## src/rtl/div_pkg.sv

```systemverilog
// Shared encodings for the iterative divide/remainder unit.
// Op codes follow the M-extension funct3 low bits used by the decoder.
package div_pkg;

    typedef logic [1:0] div_op_t;
    typedef logic [1:0] div_state_t;

    localparam div_op_t OP_DIV  = 2'b00;
    localparam div_op_t OP_DIVU = 2'b01;
    localparam div_op_t OP_REM  = 2'b10;
    localparam div_op_t OP_REMU = 2'b11;

    localparam div_state_t S_IDLE = 2'b00;
    localparam div_state_t S_CALC = 2'b01;
    localparam div_state_t S_FIX  = 2'b10;
    localparam div_state_t S_DONE = 2'b11;

    localparam int DIV_LATENCY = 34;

endpackage

```

## src/rtl/div_if.sv

```systemverilog
// Launch/result handshake between execute-stage control and the divider.
interface div_if
    import div_pkg::*;
#(
    parameter int WIDTH = 32
);

    logic             start;
    div_op_t          op;
    logic [WIDTH-1:0] A;
    logic [WIDTH-1:0] B;
    logic             busy;
    logic             done;
    logic [WIDTH-1:0] result;

    modport master (output start, op, A, B, input busy, done, result);
    modport slave  (input start, op, A, B, output busy, done, result);

endinterface

```

## src/rtl/div_step.sv

```systemverilog
// One restoring-division iteration: shift in the next dividend bit, try the subtract.
module div_step #(
    parameter int WIDTH = 32
) (
    input  logic [WIDTH:0]   rem,
    input  logic [WIDTH-1:0] quo,
    input  logic [WIDTH-1:0] divisor,
    output logic [WIDTH:0]   rem_next,
    output logic [WIDTH-1:0] quo_next
);

    logic [WIDTH:0] shifted;
    logic [WIDTH:0] trial;
    logic           borrow;
    logic           fits;

    assign shifted = {rem[WIDTH-1:0], quo[WIDTH-1]};
    assign {borrow, trial} = {1'b0, shifted} - {2'b00, divisor};

    // A set rem MSB means the shifted value exceeds any divisor, so it always fits.
    assign fits = rem[WIDTH] | ~borrow;

    assign rem_next = fits ? trial : shifted;
    assign quo_next = {quo[WIDTH-2:0], fits};

endmodule

```

## src/rtl/div_unit.sv

```systemverilog
// Iterative 32-bit DIV/DIVU/REM/REMU: magnitudes are divided unsigned over WIDTH
// cycles, then signs are reapplied in a single fix-up cycle.
module div_unit
    import div_pkg::*;
#(
    parameter int WIDTH = 32
) (
    input logic  clk,
    input logic  rst_n,
    div_if.slave bus
);

    localparam int               CW      = $clog2(WIDTH);
    localparam logic [CW-1:0]    LAST    = CW'(WIDTH - 1);
    localparam logic [CW-1:0]    CNT_ONE = CW'(1);
    localparam logic [WIDTH-1:0] ONE     = WIDTH'(1);
    localparam logic [WIDTH-1:0] MIN_NEG = {1'b1, {(WIDTH-1){1'b0}}};

    div_state_t       state;
    logic [CW-1:0]    count;
    logic             sel_rem;
    logic             q_neg;
    logic             r_neg;
    logic [WIDTH:0]   rem;
    logic [WIDTH-1:0] quo;
    logic [WIDTH-1:0] divisor;
    logic [WIDTH:0]   rem_next;
    logic [WIDTH-1:0] quo_next;

    logic             op_signed;
    logic             op_rem;
    logic             a_neg;
    logic             b_neg;
    logic [WIDTH-1:0] a_mag;
    logic [WIDTH-1:0] b_mag;
    logic             div_zero;
    logic             overflow;
    logic [WIDTH-1:0] special_result;
    logic [WIDTH-1:0] q_fix;
    logic [WIDTH-1:0] r_fix;

    function automatic logic [WIDTH-1:0] twos_neg(input logic [WIDTH-1:0] x);
        return ~x + ONE;
    endfunction

    assign op_signed = (bus.op == OP_DIV) || (bus.op == OP_REM);
    assign op_rem    = (bus.op == OP_REM) || (bus.op == OP_REMU);

    // The most negative value negates to itself, which is its correct unsigned magnitude.
    assign a_neg = op_signed & bus.A[WIDTH-1];
    assign b_neg = op_signed & bus.B[WIDTH-1];
    assign a_mag = a_neg ? twos_neg(bus.A) : bus.A;
    assign b_mag = b_neg ? twos_neg(bus.B) : bus.B;

    assign div_zero = (bus.B == '0);
    assign overflow = op_signed && (bus.A == MIN_NEG) && (bus.B == '1);

    always_comb begin
        special_result = '0;
        if (div_zero) begin
            special_result = op_rem ? bus.A : '1;
        end else begin
            special_result = op_rem ? '0 : MIN_NEG;
        end
    end

    assign q_fix = q_neg ? twos_neg(quo) : quo;
    assign r_fix = r_neg ? twos_neg(rem[WIDTH-1:0]) : rem[WIDTH-1:0];

    div_step #(
        .WIDTH(WIDTH)
    ) u_step (
        .rem     (rem),
        .quo     (quo),
        .divisor (divisor),
        .rem_next(rem_next),
        .quo_next(quo_next)
    );

    always_ff @(posedge clk) begin
        if (!rst_n) begin
            state      <= S_IDLE;
            count      <= '0;
            sel_rem    <= 1'b0;
            q_neg      <= 1'b0;
            r_neg      <= 1'b0;
            rem        <= '0;
            quo        <= '0;
            divisor    <= '0;
            bus.busy   <= 1'b0;
            bus.done   <= 1'b0;
            bus.result <= '0;
        end else begin
            bus.done <= 1'b0;
            case (state)
                S_IDLE, S_DONE: begin
                    if (bus.start) begin
                        sel_rem <= op_rem;
                        if (div_zero || overflow) begin
                            bus.result <= special_result;
                            bus.done   <= 1'b1;
                            state      <= S_DONE;
                        end else begin
                            quo      <= a_mag;
                            divisor  <= b_mag;
                            rem      <= '0;
                            q_neg    <= a_neg ^ b_neg;
                            r_neg    <= a_neg;
                            count    <= LAST;
                            bus.busy <= 1'b1;
                            state    <= S_CALC;
                        end
                    end else begin
                        state <= S_IDLE;
                    end
                end
                S_CALC: begin
                    rem   <= rem_next;
                    quo   <= quo_next;
                    count <= count - CNT_ONE;
                    if (count == '0) begin
                        state <= S_FIX;
                    end
                end
                S_FIX: begin
                    bus.result <= sel_rem ? r_fix : q_fix;
                    bus.done   <= 1'b1;
                    bus.busy   <= 1'b0;
                    state      <= S_DONE;
                end
                default: begin
                    state <= S_IDLE;
                end
            endcase
        end
    end

endmodule

```

## src/flat_wrapper.sv

```systemverilog
// flat-port wrapper written by rule: the top's interface ports become plain ports
module div_unit_flat import div_pkg::*;
#(
    parameter int WIDTH = 32
)
  (clk, rst_n, bus_start, bus_op, bus_A, bus_B, bus_busy, bus_done, bus_result);
  div_if #(.WIDTH(WIDTH)) bus_i ();
  input logic clk;
  input logic rst_n;
  input wire logic [$bits(bus_i.start)-1:0] bus_start;
  input wire logic [$bits(bus_i.op)-1:0] bus_op;
  input wire logic [$bits(bus_i.A)-1:0] bus_A;
  input wire logic [$bits(bus_i.B)-1:0] bus_B;
  output wire logic [$bits(bus_i.busy)-1:0] bus_busy;
  output wire logic [$bits(bus_i.done)-1:0] bus_done;
  output wire logic [$bits(bus_i.result)-1:0] bus_result;
  assign bus_i.start = bus_start;
  assign bus_i.op = bus_op;
  assign bus_i.A = bus_A;
  assign bus_i.B = bus_B;
  assign bus_busy = bus_i.busy;
  assign bus_done = bus_i.done;
  assign bus_result = bus_i.result;
  div_unit #(.WIDTH(WIDTH)) u_core (.clk(clk), .rst_n(rst_n), .bus(bus_i));
endmodule
```

## config.mk

```make
export PLATFORM = sky130hd
export DESIGN_NAME = div_unit_flat
export DESIGN_NICKNAME = d
export VERILOG_FILES = /design/src/rtl/div_pkg.sv /design/src/rtl/div_if.sv /design/src/rtl/div_step.sv /design/src/rtl/div_unit.sv /design/src/flat_wrapper.sv
export SDC_FILE = /design/constraint.sdc
export NUM_CORES = 1
export LEC_CHECK = 0
export BUFFER_PORTS_ARGS = -buffer_cell sky130_fd_sc_hd__buf_2
export CAP_MARGIN = 10
export CORE_MARGIN = 1
export CORE_UTILIZATION = 54
export CTS_CLUSTER_SIZE = 16
export DETAILED_ROUTE_END_ITERATION = 12
export PLACE_DENSITY_LB_ADDON = 0.08
export SLEW_MARGIN = 20
export SYNTH_ARGS = -nofsm -noshare
export SYNTH_HDL_FRONTEND = slang
export SYNTH_SLANG_ARGS = --single-unit
```

## constraint.sdc

```tcl
create_clock -name clk -period 4.4 [get_ports clk]
set_input_delay 0.66 -clock clk [delete_from_list [all_inputs] [get_ports clk]]
set_output_delay 0.66 -clock clk [all_outputs]
set_load 0.03 [all_outputs]
```

After elaboration in Yosys (flattened, before gate mapping)
Cells that the tools add are included.
{ "word_totals": {"register_bits": 141, "inputBits": 69, "out_inout_bits": 34, "word_cells": 86} }
{ "op_classes": {"n_addsub": 6, "n_eq_ne": 11, "muxes": 31, "n_bitwise": 10, "n_reduce_logical": 17} }
{ "ops": {"columns": ["cell", "count"], "rows": [
  ["2-to-1 mux 32 bit", 12],
  ["adder 32 x 1 -> 32 bit (second input constant)", 4],
  ["inverter 32 bit", 4],
  ["case mux 32 bit (2 select lines)", 2],
  ["2-to-1 mux 33 bit", 3],
  ["case mux 33 bit (2 select lines)", 1],
  ["== test 32 bit (second input constant)", 2],
  ["subtractor 33 x 32 -> 34 bit", 1],
  ["logical NOT 32 bit", 1],
  ["AND reduction 3 bit", 4],
  ["2-to-1 mux 5 bit", 2],
  ["case mux 5 bit (2 select lines)", 1],
  ["== test 2 bit (second input constant)", 4],
  ["2-to-1 mux 2 bit", 3],
  ["case mux 2 bit (3 select lines)", 1],
  ["logical NOT 5 bit", 1],
  ["subtractor 5 x 1 -> 5 bit (second input constant)", 1],
  ["logical NOT 2 bit", 2],
  ["2-to-1 mux 1 bit", 4],
  ["inequality test 2 x 1 -> 1 bit (second input constant)", 2],
  ["inequality test 2 bit (second input constant)", 2],
  ["case mux 1 bit (2 select lines)", 2],
  ["nonzero test 2 bit", 2],
  ["logical OR 1 bit", 3],
  ["other kinds (8)", 11]
]} }

Depth between registers and ports, before layout
Gate-level depths: netlist of run 1.
{ "logic_depth": {"depth_word": 8, "mapped_depth": 15, "depth_no_buf": 14} }

Cells and area by module
A second synthesis of run 1 with hierarchy kept.
{ "unflattened": {"cells_unflattened": 1512, "hier_area_um2": 11409.7} }
{ "modules_own_cells": {"columns": ["mod", "instances", "cells_per_inst", "area_each_um2", "seq_area_each_um2"], "rows": [
  ["div_unit", 1, 1144, 8708.4, 2822.7],
  ["div_step", 1, 368, 2701.3, 0.0]
]} }

Least setup slack after synthesis of run 1
OpenSTA, ideal clock, no wires.
{ "synth_timing": {"kind": "input to register", "start": "input port bus_A[0]", "end": "register u_core.rem[24]", "setup_time_ns": 0.122, "arrival_time_ns": 3.336, "slack_ns": 0.943, "path_stages": 13, "cell_sequence": "inv_1 > ha_1 > or3b_2 > nor4_1 > nand2_1 > or4_4 > o21ai_2 > o21ai_1 > and3_1 > buf_2 > nand2_1 > nor2_1 > a221o_1"} }
{ "synth_between": {"elab_chain_cells": 6} }
{ "synth_lines": {"columns": ["item", "line", "source"], "rows": [
  ["start: declaration", "flat_wrapper.sv:12", "input wire logic [$bits(bus_i.A)-1:0] bus_A;"],
  ["== test 32 bit", "div_unit.sv:56", "assign overflow = op_signed && (bus.A == MIN_NEG) && (bus.B == '1);"],
  ["logical AND 1 bit (2 in a row)", "div_unit.sv:56", null],
  ["logical OR 1 bit", "div_unit.sv:99", "if (div_zero || overflow) begin"],
  ["inequality test 2 bit (no source line)", null, null],
  ["AND reduction 3 bit (no source line)", null, null],
  ["end signal: assignment", "div_unit.sv:118", "rem <= rem_next;"],
  ["end: declaration", "div_unit.sv:24", "logic [WIDTH:0] rem;"]
]} }
No other way between the ends.
A chain may end at the register's enable or synchronous reset.

Worst setup path in the final report of run 1
{ "layout_timing": {"start": "register u_core.divisor[1]", "end": "register u_core.rem[31]"} }
{ "layout_between": {"elab_chain_cells": 5} }
{ "layout_lines": {"columns": ["item", "line", "source"], "rows": [
  ["start: declaration", "div_unit.sv:26", "logic [WIDTH-1:0] divisor;"],
  ["start signal: assignment", "div_unit.sv:105", "divisor <= b_mag;"],
  ["subtractor 33 x 32 -> 34 bit (*)", "div_step.sv:18", "assign {borrow, trial} = {1'b0, shifted} - {2'b00, divisor};"],
  ["inverter 1 bit", "div_step.sv:21", "assign fits = rem[WIDTH] | ~borrow;"],
  ["OR 1 bit", "div_step.sv:21", null],
  ["2-to-1 mux 33 bit (*)", "div_step.sv:23", "assign rem_next = fits ? trial : shifted;"],
  ["case mux 33 bit (2 select lines) (*)", "div_unit.sv:95", "case (state)"]
]} }
Mark *: on every way between the ends. The rest lies on a longest branch, timed or not.

==> summary.txt, run 1 <==
Clock tree
  • Root Buffer Master: clkbuf_16
  • CTS Sinks: 141
  • CTS Buf Count: 17
  • Gates resized, CTS repair: 0
  • CTS max path bufs: 2
  • Hold buffers post-CTS: 0
  • Clk slew on worst S/H paths: 0.06 ns
  • TritonCTS clock tree: yes
  • Clk Latency, worst-skew pair: 0.44 ns
  • H-tree depth: 4
  • Setup bufs post-CTS: 0

Power
  • Pint: 3.46 mW
  • Clock power frac: 26.2%
  • Worst vdd rail ir drop: 0.353 mV
  • Switching Share: 42.1%
  • Sequential fraction of design power: 30.4%
  • Net Sw Power: 2.51 mW
  • Pleak: 5.06 nW
  • Final Power: 5.98 mW
  • PD cells: 500 nW/um^2
  • Comb power frac: 43.4%

Floorplanning
  • Die H: 142 um
  • DIE WIDTH: 142 um
  • Core Area: 19000 um^2
  • Die area: 20200 um^2
  • Starting Density: 55.9%
  • I/O pins: 103
  • FP Rows: 50

Setup path
  • Worst R2R Setup Slack: 0.71 ns
  • RR Startpoint: u_core.divisor[1]
  • CP required: 4.75 ns
  • Worst R2R End: u_core.rem[31]
  • R2R cell count: 12
  • Worst Path Max Fanout: 27
  • Crit path kind: reg -> reg
  • Setup crit end kind: flop
  • Worst path arrival time: 4.04 ns
  • CP startpoint kind: flop

Yosys
  • Seq cells post-synth: 141
  • Main combinational cell family by area after synthesis: compound AO/OA/AOI/OAI gates
  • Synth top area cells: dfxtp_1 (27%), nand2_1 (7.0%), xnor2_1 (6.7%)
  • Simple-Gate Fraction of Synth Area: 19.3%
  • Post-Syn Area: 10600 um^2
  • Post-synth EDFFs: 0
  • Xor/xnor share of the synthesized area: 12.0%
  • Post-synth top area share: 26.6%
  • Post-synth ARST share: 0%
  • Fraction of the mapped netlist area in compound gates: 29.7%
  • Synth area leader: dfxtp_1
  • Cell variety after synth: 68
  • Main synth FF type: dfxtp_1
  • Mapped Avg Cell Area: 7.59 um^2
  • Synthesized net count: 1512
  • Post-Synthesis Cells: 1401
  • Ys Warns: 0
  • Adder-cell share of the synthesized area: 5.01%
  • Mux share of post-synthesis cell area: 1.60%
  • Seq/Total Area, Yosys: 26.6%

Timing
  • Clk_skew: 0.0113 ns
  • Final slew viol count: 0
  • Final setup fails: 0
  • Least-Margin Pin Slew: 1.07 ns
  • Final Hold Slack: 0.465 ns
  • Rel. slew slack: 28.2%
  • Crit share post-route: 83.9%
  • RSZ-0062 raised after global routing: false
  • Final Critical Period: 3.69 ns
  • Setup ws final: 0.710 ns
  • Setup TNS: 0 ns
  • Final hold vios: 0
  • F_max: 271 MHz

Global routing
  • Number of global-route vias before repair: 9789
  • Met3 usage: 5.72%
  • Largest net degree at the start of global routing: 65
  • GRT met1 Usage: 42.0%
  • First-pass GRT wire length: 51300 um
  • Busiest grt layer: met2
  • Gr ovfl total: 0
  • Met2 Track Usage GR: 53.2%
  • Initial antenna violation count: 1
  • Global-route usage over all layers: 32.6%

Run status
  • Outcome: finished, final reports clean

Min path
  • Hold depth: 2
  • Hold Crit Start: u_core.bus.result[30]
  • Min-Delay Endpoint: u_core.bus.result[30]
  • HP Class: reg -> reg

Routing
  • Vias: 10700
  • Number of routed nets with antenna violations: 0
  • Via/cell ratio: 6.18
  • Routed wire per std cell: 18.9 um
  • Iter 0 DRT Violations: 1037
  • Post-Route WL: 32700 um
  • Drt drc: 0
  • Initial DRT Pass Iterations: 6

Layout
  • Area delta synth->final: 12.4%
  • Layout cells sized above 1: 12.1%
  • Final Cell Area: 11900 um^2
  • NumNets Final: 1564

Placed design
  • Pre-CTS setup slack: 0.487 ns
  • Post-DP Area: 11300 um^2
  • DP HPWL: 24000 um
  • PortBufs: 102
  • RePlAce Congestion: 0.941

Flow run
  • MaxCap Viol Count: 0
==> cells by family after synthesis <==
| logic type | Yosys count |
|---|---|
| AOI/OAI and AO/OA | 463 |
| and+or+nand+nor | 439 |
| buffers and inverters | 153 |
| xor gates and xnor gates | 146 |
| DFF | 141 |
| adders and majority gates | 42 |
| muxes | 17 |
==> flip-flops by register name, indices dropped and copies added, names as in the netlist, 2 cells and up <==
name	count
u_core.bus.result	32
u_core.count	5
u_core.divisor	32
u_core.quo	32
u_core.rem	33
u_core.state	2
==> layout by cell type (no fill, tap or decap), types with 41 or more instances in the layout <==
cell and instances:
dfxtp_1 140, nor2_1 72, xnor2_1 81, o21ai_0 138, nand2_1 199, o211a_1 46, ha_1 41, a21oi_1 73
xor2_1 65, buf_2 102, inv_1 61
==> final cells by class <==
type | instances | area, um^2
tap | 260 | 325
timing repair buffer | 125 | 721
multi-input combinational | 1107 | 7220
clock inverter | 11 | 165
fill | 1834 | 7070
inverter | 61 | 229
antenna | 1 | 2.50
sequential | 141 | 2820
clock buffer | 21 | 460
==> cells in the mapped netlist, types with 6 or more instances <==
master	instances
a21o_1	14
o311ai_0	13
o21a_1	12
nor3_1	25
nand3_1	27
inv_1	61
o221ai_1	6
o211ai_1	22
and2_1	8
clkbuf_1	75
a32oi_1	6
o21ai_0	138
mux2i_1	17
dfxtp_1	141
xnor2_1	81
nor2b_1	22
a211oi_1	7
ha_1	41
xor2_1	65
a21oi_1	73
a222oi_1	6
buf_2	11
or3_1	11
a21boi_0	24
nor4_1	11
nor2_1	73
or4_1	15
o41ai_1	15
a31oi_1	13
a22oi_1	6
nand2b_1	12
o31ai_1	25
nand2_1	199
o211a_1	46
nand4_1	17
==> power groups by stage <==
stage / clock network (mW) / registers, mW / logic, mW
finish: 1.57 / 1.82 / 2.59
global route: 1.63 / 1.85 / 2.85
CTS: 1.57 / 1.81 / 2.56
detailed placement: 0 / 1.83 / 2.55
global placement: 0 / 1.82 / 2.52
floorplan: 0 / 1.83 / 1.84
==> metal layers <==
| layer | vias to the layer above | part of all wire, % | wire length [um] |
|---|---|---|---|
| li1 | 5164 | - | - |
| met1 | 5022 | 44 | 14300 |
| met2 | 411 | 46 | 15100 |
| met3 | 68 | 6.4 | 2100 |
| met4 | 0 | 3.7 | 1220 |
| met5 | - | 0 | 0 |
==> through the flow <==
step	utilization, %	instances
floorplan	-	1401
global placement	59.5	1694
detailed placement	59.5	1694
CTS	62.8	1726
global route	62.8	1727
finish	62.8	1727
==> worst max-delay path, stage by stage (launching register included) <==
cell and delay, ns:
dfxtp_1 0.40, inv_1 0.10, ha_1 0.27, nor2b_1 0.15, o31a_1 0.26, o21ai_0 0.34
a21oi_1 0.18, a211oi_1 0.43, a21oi_1 0.26, a31o_2 0.53, nor2_1 0.44, a22oi_1 0.13
o21ai_0 0.11
==> worst max-delay path by stage <==
| stage | slack (ns) | to | from |
|---|---|---|---|
| 6_report | 0.71 | u_core.rem[31] | u_core.divisor[1] |
| 5_1_grt | 0.44 | u_core.rem[31] | u_core.rem[0] |
| 4_1_cts | 0.73 | u_core.rem[31] | u_core.rem[0] |
| 3_5_place_dp | 0.49 | u_core.rem[21] | bus_A[0] |
| 3_3_place_gp | 0.59 | u_core.rem[28] | bus_A[0] |
| 2_1_floorplan | 0.94 | u_core.rem[24] | bus_A[0] |
Power figures use the tool's default switching activity.
==> inputs of run 2 (changes only) <==
- clock period: 4.4 -> 3.22 ns (I/O delays scaled with it)
==> summary.txt, run 2 (synthesis results as in run 1) <==
Setup path
  • Worst R2R Setup Slack: -0.04 ns
  • Worst Path Max Fanout: 5
  • Crit path kind: reg -> reg
  • R2R cell count: 9
  • Worst path arrival time: 3.57 ns
  • Worst R2R End: u_core.bus.result[25]
  • Setup crit end kind: flop
  • RR Startpoint: u_core.rem[7]
  • CP startpoint kind: flop
  • CP required: 3.53 ns

Power
  • Pint: 4.95 mW
  • Worst vdd rail ir drop: 0.320 mV
  • Clock power frac: 24.7%
  • Final Power: 8.45 mW
  • Comb power frac: 45.8%
  • PD cells: 654 nW/um^2
  • Pleak: 5.62 nW
  • Sequential fraction of design power: 29.4%
  • Net Sw Power: 3.51 mW
  • Switching Share: 41.5%

Timing
  • Setup ws final: -0.0374 ns
  • Rel. slew slack: 44.7%
  • Final slew viol count: 0
  • F_max: 307 MHz
  • Final hold vios: 0
  • Crit share post-route: 101%
  • Setup TNS: -0.0374 ns
  • Least-Margin Pin Slew: 0.819 ns
  • Final setup fails: 1
  • RSZ-0062 raised after global routing: true
  • Clk_skew: 0.0143 ns
  • Final Critical Period: 3.26 ns

Placed design
  • DP HPWL: 25500 um
  • RePlAce Congestion: 0.968
  • PortBufs: 102
  • Post-DP Area: 12200 um^2

Global routing
  • Number of global-route vias before repair: 10200
  • Largest net degree at the start of global routing: 82
  • Global-route usage over all layers: 33.9%
  • Initial antenna violation count: 0
  • First-pass GRT wire length: 53200 um
  • Gr ovfl total: 0

Routing
  • Met1 Wirelength: 14600 um
  • Routed wire per std cell: 18.4 um
  • Vias: 11100
  • Post-Route WL: 33800 um
  • Iter 0 DRT Violations: 974
  • Drt drc: 0
  • Metal2 WL: 15600 um
  • Number of routed nets with antenna violations: 0
  • Via/cell ratio: 6.05
  • Initial DRT Pass Iterations: 7
  • Highest routed layer: met4
  • Routed wl met3: 2320 um

Layout
  • Layout cells sized above 1: 19.4%
  • Final core utilization: 68.0%
  • Fill cells: 1698
  • ANT cells: 0
  • Area delta synth->final: 21.6%
  • NumNets Final: 1674
  • Most frequent cells in the layout: nand2_1 (198), dfxtp_1 (138), o21ai_0 (135)
  • Final Cell Area: 12900 um^2
  • Largest Register: u_core.rem
  • Max reg flops: 33
  • Most common cell after layout, fill and taps aside: nand2_1

Clock tree
  • CTS Buf Count: 17
  • Clk Latency, worst-skew pair: 0.43 ns
  • Root Buffer Master: clkbuf_16
  • H-tree depth: 4
  • CTS max path bufs: 2
  • Clk slew on worst S/H paths: 0.06 ns
  • CTS Sinks: 141
  • TritonCTS clock tree: yes

Min path
  • Min-Delay Endpoint: u_core.state[1]
  • Hold depth: 3
  • HP Class: in -> reg
  • Hold Crit Start: bus_start

Flow run
  • MaxCap Viol Count: 0

Floorplanning
  • Core Area: 19000 um^2
  • Die area: 20200 um^2
  • Starting Density: 55.9%
  • FP Rows: 50
  • Die H: 142 um
  • I/O pins: 103
  • DIE WIDTH: 142 um

Run status
  • Outcome: finished with violations
  • Failing checks: setup timing
==> run 2: routing by layer <==
metal / track usage, % / vias up
li1: - / 5380
met1: 43.6 / 5197
met2: 54.7 / 434
met3: 5.92 / 82
met4: 16.8 / 0
met5: 0 / -
==> run 2: per-stage QoR <==
| stage | setup WS [ns] | std cells | hold WS [ns] |
|---|---|---|---|
| finish | -0.0374 | 1834 | 0.361 |
| CTS | -0.0118 | 1833 | 0.353 |
| floorplan | 0.0239 | 1401 | 0.426 |
| detailed placement | -0.212 | 1803 | 0.455 |
| global route | -0.0822 | 1834 | 0.367 |
| global placement | -0.154 | 1803 | 0.449 |
==> run 2: how the worst max path moves through the flow <==
| stage | startpoint | cells after the start | slack [ns] | to |
|---|---|---|---|---|
| floorplan | bus_A[0] | 13 | 0.02 | u_core.rem[24] |
| global placement | u_core.quo[31] | 15 | -0.15 | u_core.rem[32] |
| detailed placement | u_core.quo[31] | 15 | -0.21 | u_core.rem[32] |
| CTS | u_core.quo[31] | 15 | -0.01 | u_core.rem[32] |
| global route | u_core.rem[7] | 9 | -0.08 | u_core.bus.result[25] |
| finish | u_core.rem[7] | 9 | -0.04 | u_core.bus.result[25] |
==> run 2: what timing repair did <==
action                                  CTS  global route
endpoints found under the setup margin    4            30
buffers inserted                          0             1
pin swaps                                 1             7
gates cloned                              0             0
hold endpoints to repair                  0             0
hold buffers                              0             0
resized for setup                         4            26
==> run 2: cell type report <==
class,instances,area [um^2],share of cell area [%]
Multi-Input combinational cell,1107,7340,56.8
Sequential cell,141,2830,21.9
Timing Repair Buffer,235,1600,12.4
Clock buffer,19,433,3.35
Tap cell,260,325,2.52
Inverter,61,229,1.77
Clock inverter,11,170,1.32
==> run 2: worst max-delay path, stage by stage (launching register included) <==
cell	delay, ns
dfxtp_2	0.32
or4_4	0.54
or4_4	0.43
or3_4	0.40
or4_4	0.50
o31ai_4	0.23
xor2_2	0.22
nor2_1	0.08
o32ai_2	0.33
o21ai_1	0.11
==> run 2: power groups by stage <==
stage	logic [mW]	registers (mW)	clock network, mW
floorplan	2.51	2.51	0
global placement	3.69	2.49	0
detailed placement	3.72	2.50	0
CTS	3.76	2.47	2.10
global route	4.24	2.53	2.17
finish	3.88	2.49	2.09
==> inputs of run 3 (changes only) <==
- BUFFER_PORTS_ARGS: -buffer_cell sky130_fd_sc_hd__buf_2 -> -buffer_cell sky130_fd_sc_hd__buf_4
==> summary.txt, run 3 (synthesis results as in run 1) <==
Global routing
  • Largest net degree at the start of global routing: 65
  • Gr ovfl total: 0
  • First-pass GRT wire length: 53600 um
  • Initial antenna violation count: 0
  • Global-route usage over all layers: 33.7%
  • Number of global-route vias before repair: 10300

Clock tree
  • CTS Buf Count: 17
  • Clk Latency, worst-skew pair: 0.43 ns
  • CTS max path bufs: 2
  • CTS Sinks: 141
  • H-tree depth: 4
  • TritonCTS clock tree: yes
  • Hold buffers post-CTS: 0
  • Clk slew on worst S/H paths: 0.06 ns
  • Root Buffer Master: clkbuf_16

Timing
  • Rel. slew slack: 42.5%
  • Crit share post-route: 98.7%
  • Final setup fails: 0
  • RSZ-0062 raised after global routing: true
  • Setup TNS: 0 ns
  • Final Critical Period: 3.18 ns
  • Final slew viol count: 0
  • Clk_skew: 0.0121 ns
  • F_max: 315 MHz
  • Least-Margin Pin Slew: 0.862 ns
  • Final hold vios: 0

Layout
  • Reg area: 2820 um^2
  • Max reg flops: 33
  • Fill cells: 1677
  • NumNets Final: 1666
  • Area delta synth->final: 22.0%
  • Largest Register: u_core.rem
  • Final core utilization: 68.2%
  • Multi-input logic area: 7310 um^2
  • Most frequent cells in the layout: buf_4 (221), nand2_1 (199), dfxtp_1 (141)
  • Layout cells sized above 1: 18.5%
  • Final Cell Area: 13000 um^2
  • ANT cells: 0
  • Most common cell after layout, fill and taps aside: buf_4
  • Non-Filler Instances: 1825

Power
  • Net Sw Power: 3.47 mW
  • PD cells: 629 nW/um^2
  • Comb power frac: 48.0%
  • Pint: 4.68 mW
  • Sequential fraction of design power: 30.6%
  • Final Power: 8.15 mW
  • Worst vdd rail ir drop: 0.438 mV
  • Pleak: 5.59 nW
  • Switching Share: 42.6%
  • Clock power frac: 21.4%

Routing
  • Via/cell ratio: 6.13
  • Post-Route WL: 34000 um
  • Initial DRT Pass Iterations: 6
  • Routed wire per std cell: 18.6 um
  • Drt drc: 0
  • Metal2 WL: 15800 um
  • Routed wl met3: 2130 um
  • Iter 0 DRT Violations: 911
  • Highest routed layer: met4
  • Met1 Wirelength: 14900 um
  • Number of routed nets with antenna violations: 0
  • Vias: 11200

Setup path
  • CP startpoint kind: flop
  • Worst path arrival time: 3.49 ns
  • RR Startpoint: u_core.rem[7]
  • Worst Path Max Fanout: 7
  • CP peak stage delay: 0.55 ns
  • CP Buf/Inv Count: 0
  • Crit path kind: reg -> reg
  • CP required: 3.53 ns
  • Crit-path slowest cell: or4_4
  • CP delay by family, top: simple AND/OR/NAND/NOR gates
  • Crit path launch: u_core.rem[7]
  • Cells along the critical path: or4_4 -> or4_4 -> or3_4 -> or4_4 -> o31ai_4 -> xor2_1 -> nor2_1 -> o32ai_2 -> o21ai_1
  • Crit path top cell by count: or4_4
  • Setup crit end kind: flop

Floorplanning
  • Die H: 142 um
  • Starting Density: 55.9%
  • DIE WIDTH: 142 um
  • I/O pins: 103
  • FP Rows: 50
  • Core Area: 19000 um^2
  • Die area: 20200 um^2

Placed design
  • Placed insts: 1795
  • DP HPWL: 25700 um
  • RePlAce Congestion: 0.925
  • PortBufs: 102
  • Post-DP Area: 12400 um^2

Run status
  • Outcome: finished, final reports clean

Min path
  • Hold Crit Start: bus_B[0]
  • HP Class: in -> reg

Flow run
  • MaxCap Viol Count: 0
-- run 3: cell types whose count changed in the layout (fill, tap and decap cells not counted), sizes merged --
cell / before / now
buf: 235 / 227
clkbuf: 19 / 21
bufinv: 4 / 0
clkinv: 4 / 5
-- run 3: path summary, 6_finish.rpt --
kind / cells past startpoint / endpoint / slack [ns]
worst max-delay path: 9 / u_core.bus.result[25] / 0.04
worst min-delay path: 3 / u_core.divisor[0] / 0.37
worst max register to register: 9 / u_core.bus.result[25] / 0.04
worst min register to register: 2 / u_core.bus.result[25] / 0.46
-- run 3: cell type report --
cell class                 count  share of cell area (%)
sequential                   141                    21.8
clock inverter                 8                   0.367
inverter                      61                    1.77
clock buffer                  21                    3.47
timing repair buffer         227                    13.7
multi-input combinational   1107                    56.4
tap                          260                    2.51
-- run 3: repair_timing --
action,4_1_cts,5_1_grt
gates resized for setup,5,16
setup endpoints to repair,3,30
buffers inserted,0,1
pin swaps,2,2
-- run 3: layer usage --
metal / vias to the layer above / track usage (%)
met5: - / 0
met4: 0 / 14.8
met3: 65 / 5.62
met2: 435 / 55.5
met1: 5320 / 43.1
li1: 5372 / -
-- run 3: tightest hold or removal path, delay by kind of cell --
kind | cells | cell delay (ns)
AND/OR/NAND/NOR | 1 | 0.09
multiplexers | 1 | 0.07
buffers and inverters | 1 | 0.12
-- run 3: power groups by stage --
stage / clock [mW] / combinational, mW / sequential [mW]
6_report: 1.74 / 3.92 / 2.49
5_1_grt: 1.82 / 4.26 / 2.53
4_1_cts: 1.74 / 3.84 / 2.47
3_5_place_dp: 0 / 3.80 / 2.50
3_3_place_gp: 0 / 3.74 / 2.50
2_1_floorplan: 0 / 2.51 / 2.51
-- run 3: metrics by stage --
stage,setup slack [ns],hold slack [ns]
2_1_floorplan,0.0239,0.426
3_3_place_gp,-0.217,0.448
3_5_place_dp,-0.233,0.458
4_1_cts,-0.0111,0.373
5_1_grt,-0.0961,0.388
6_report,0.0409,0.375
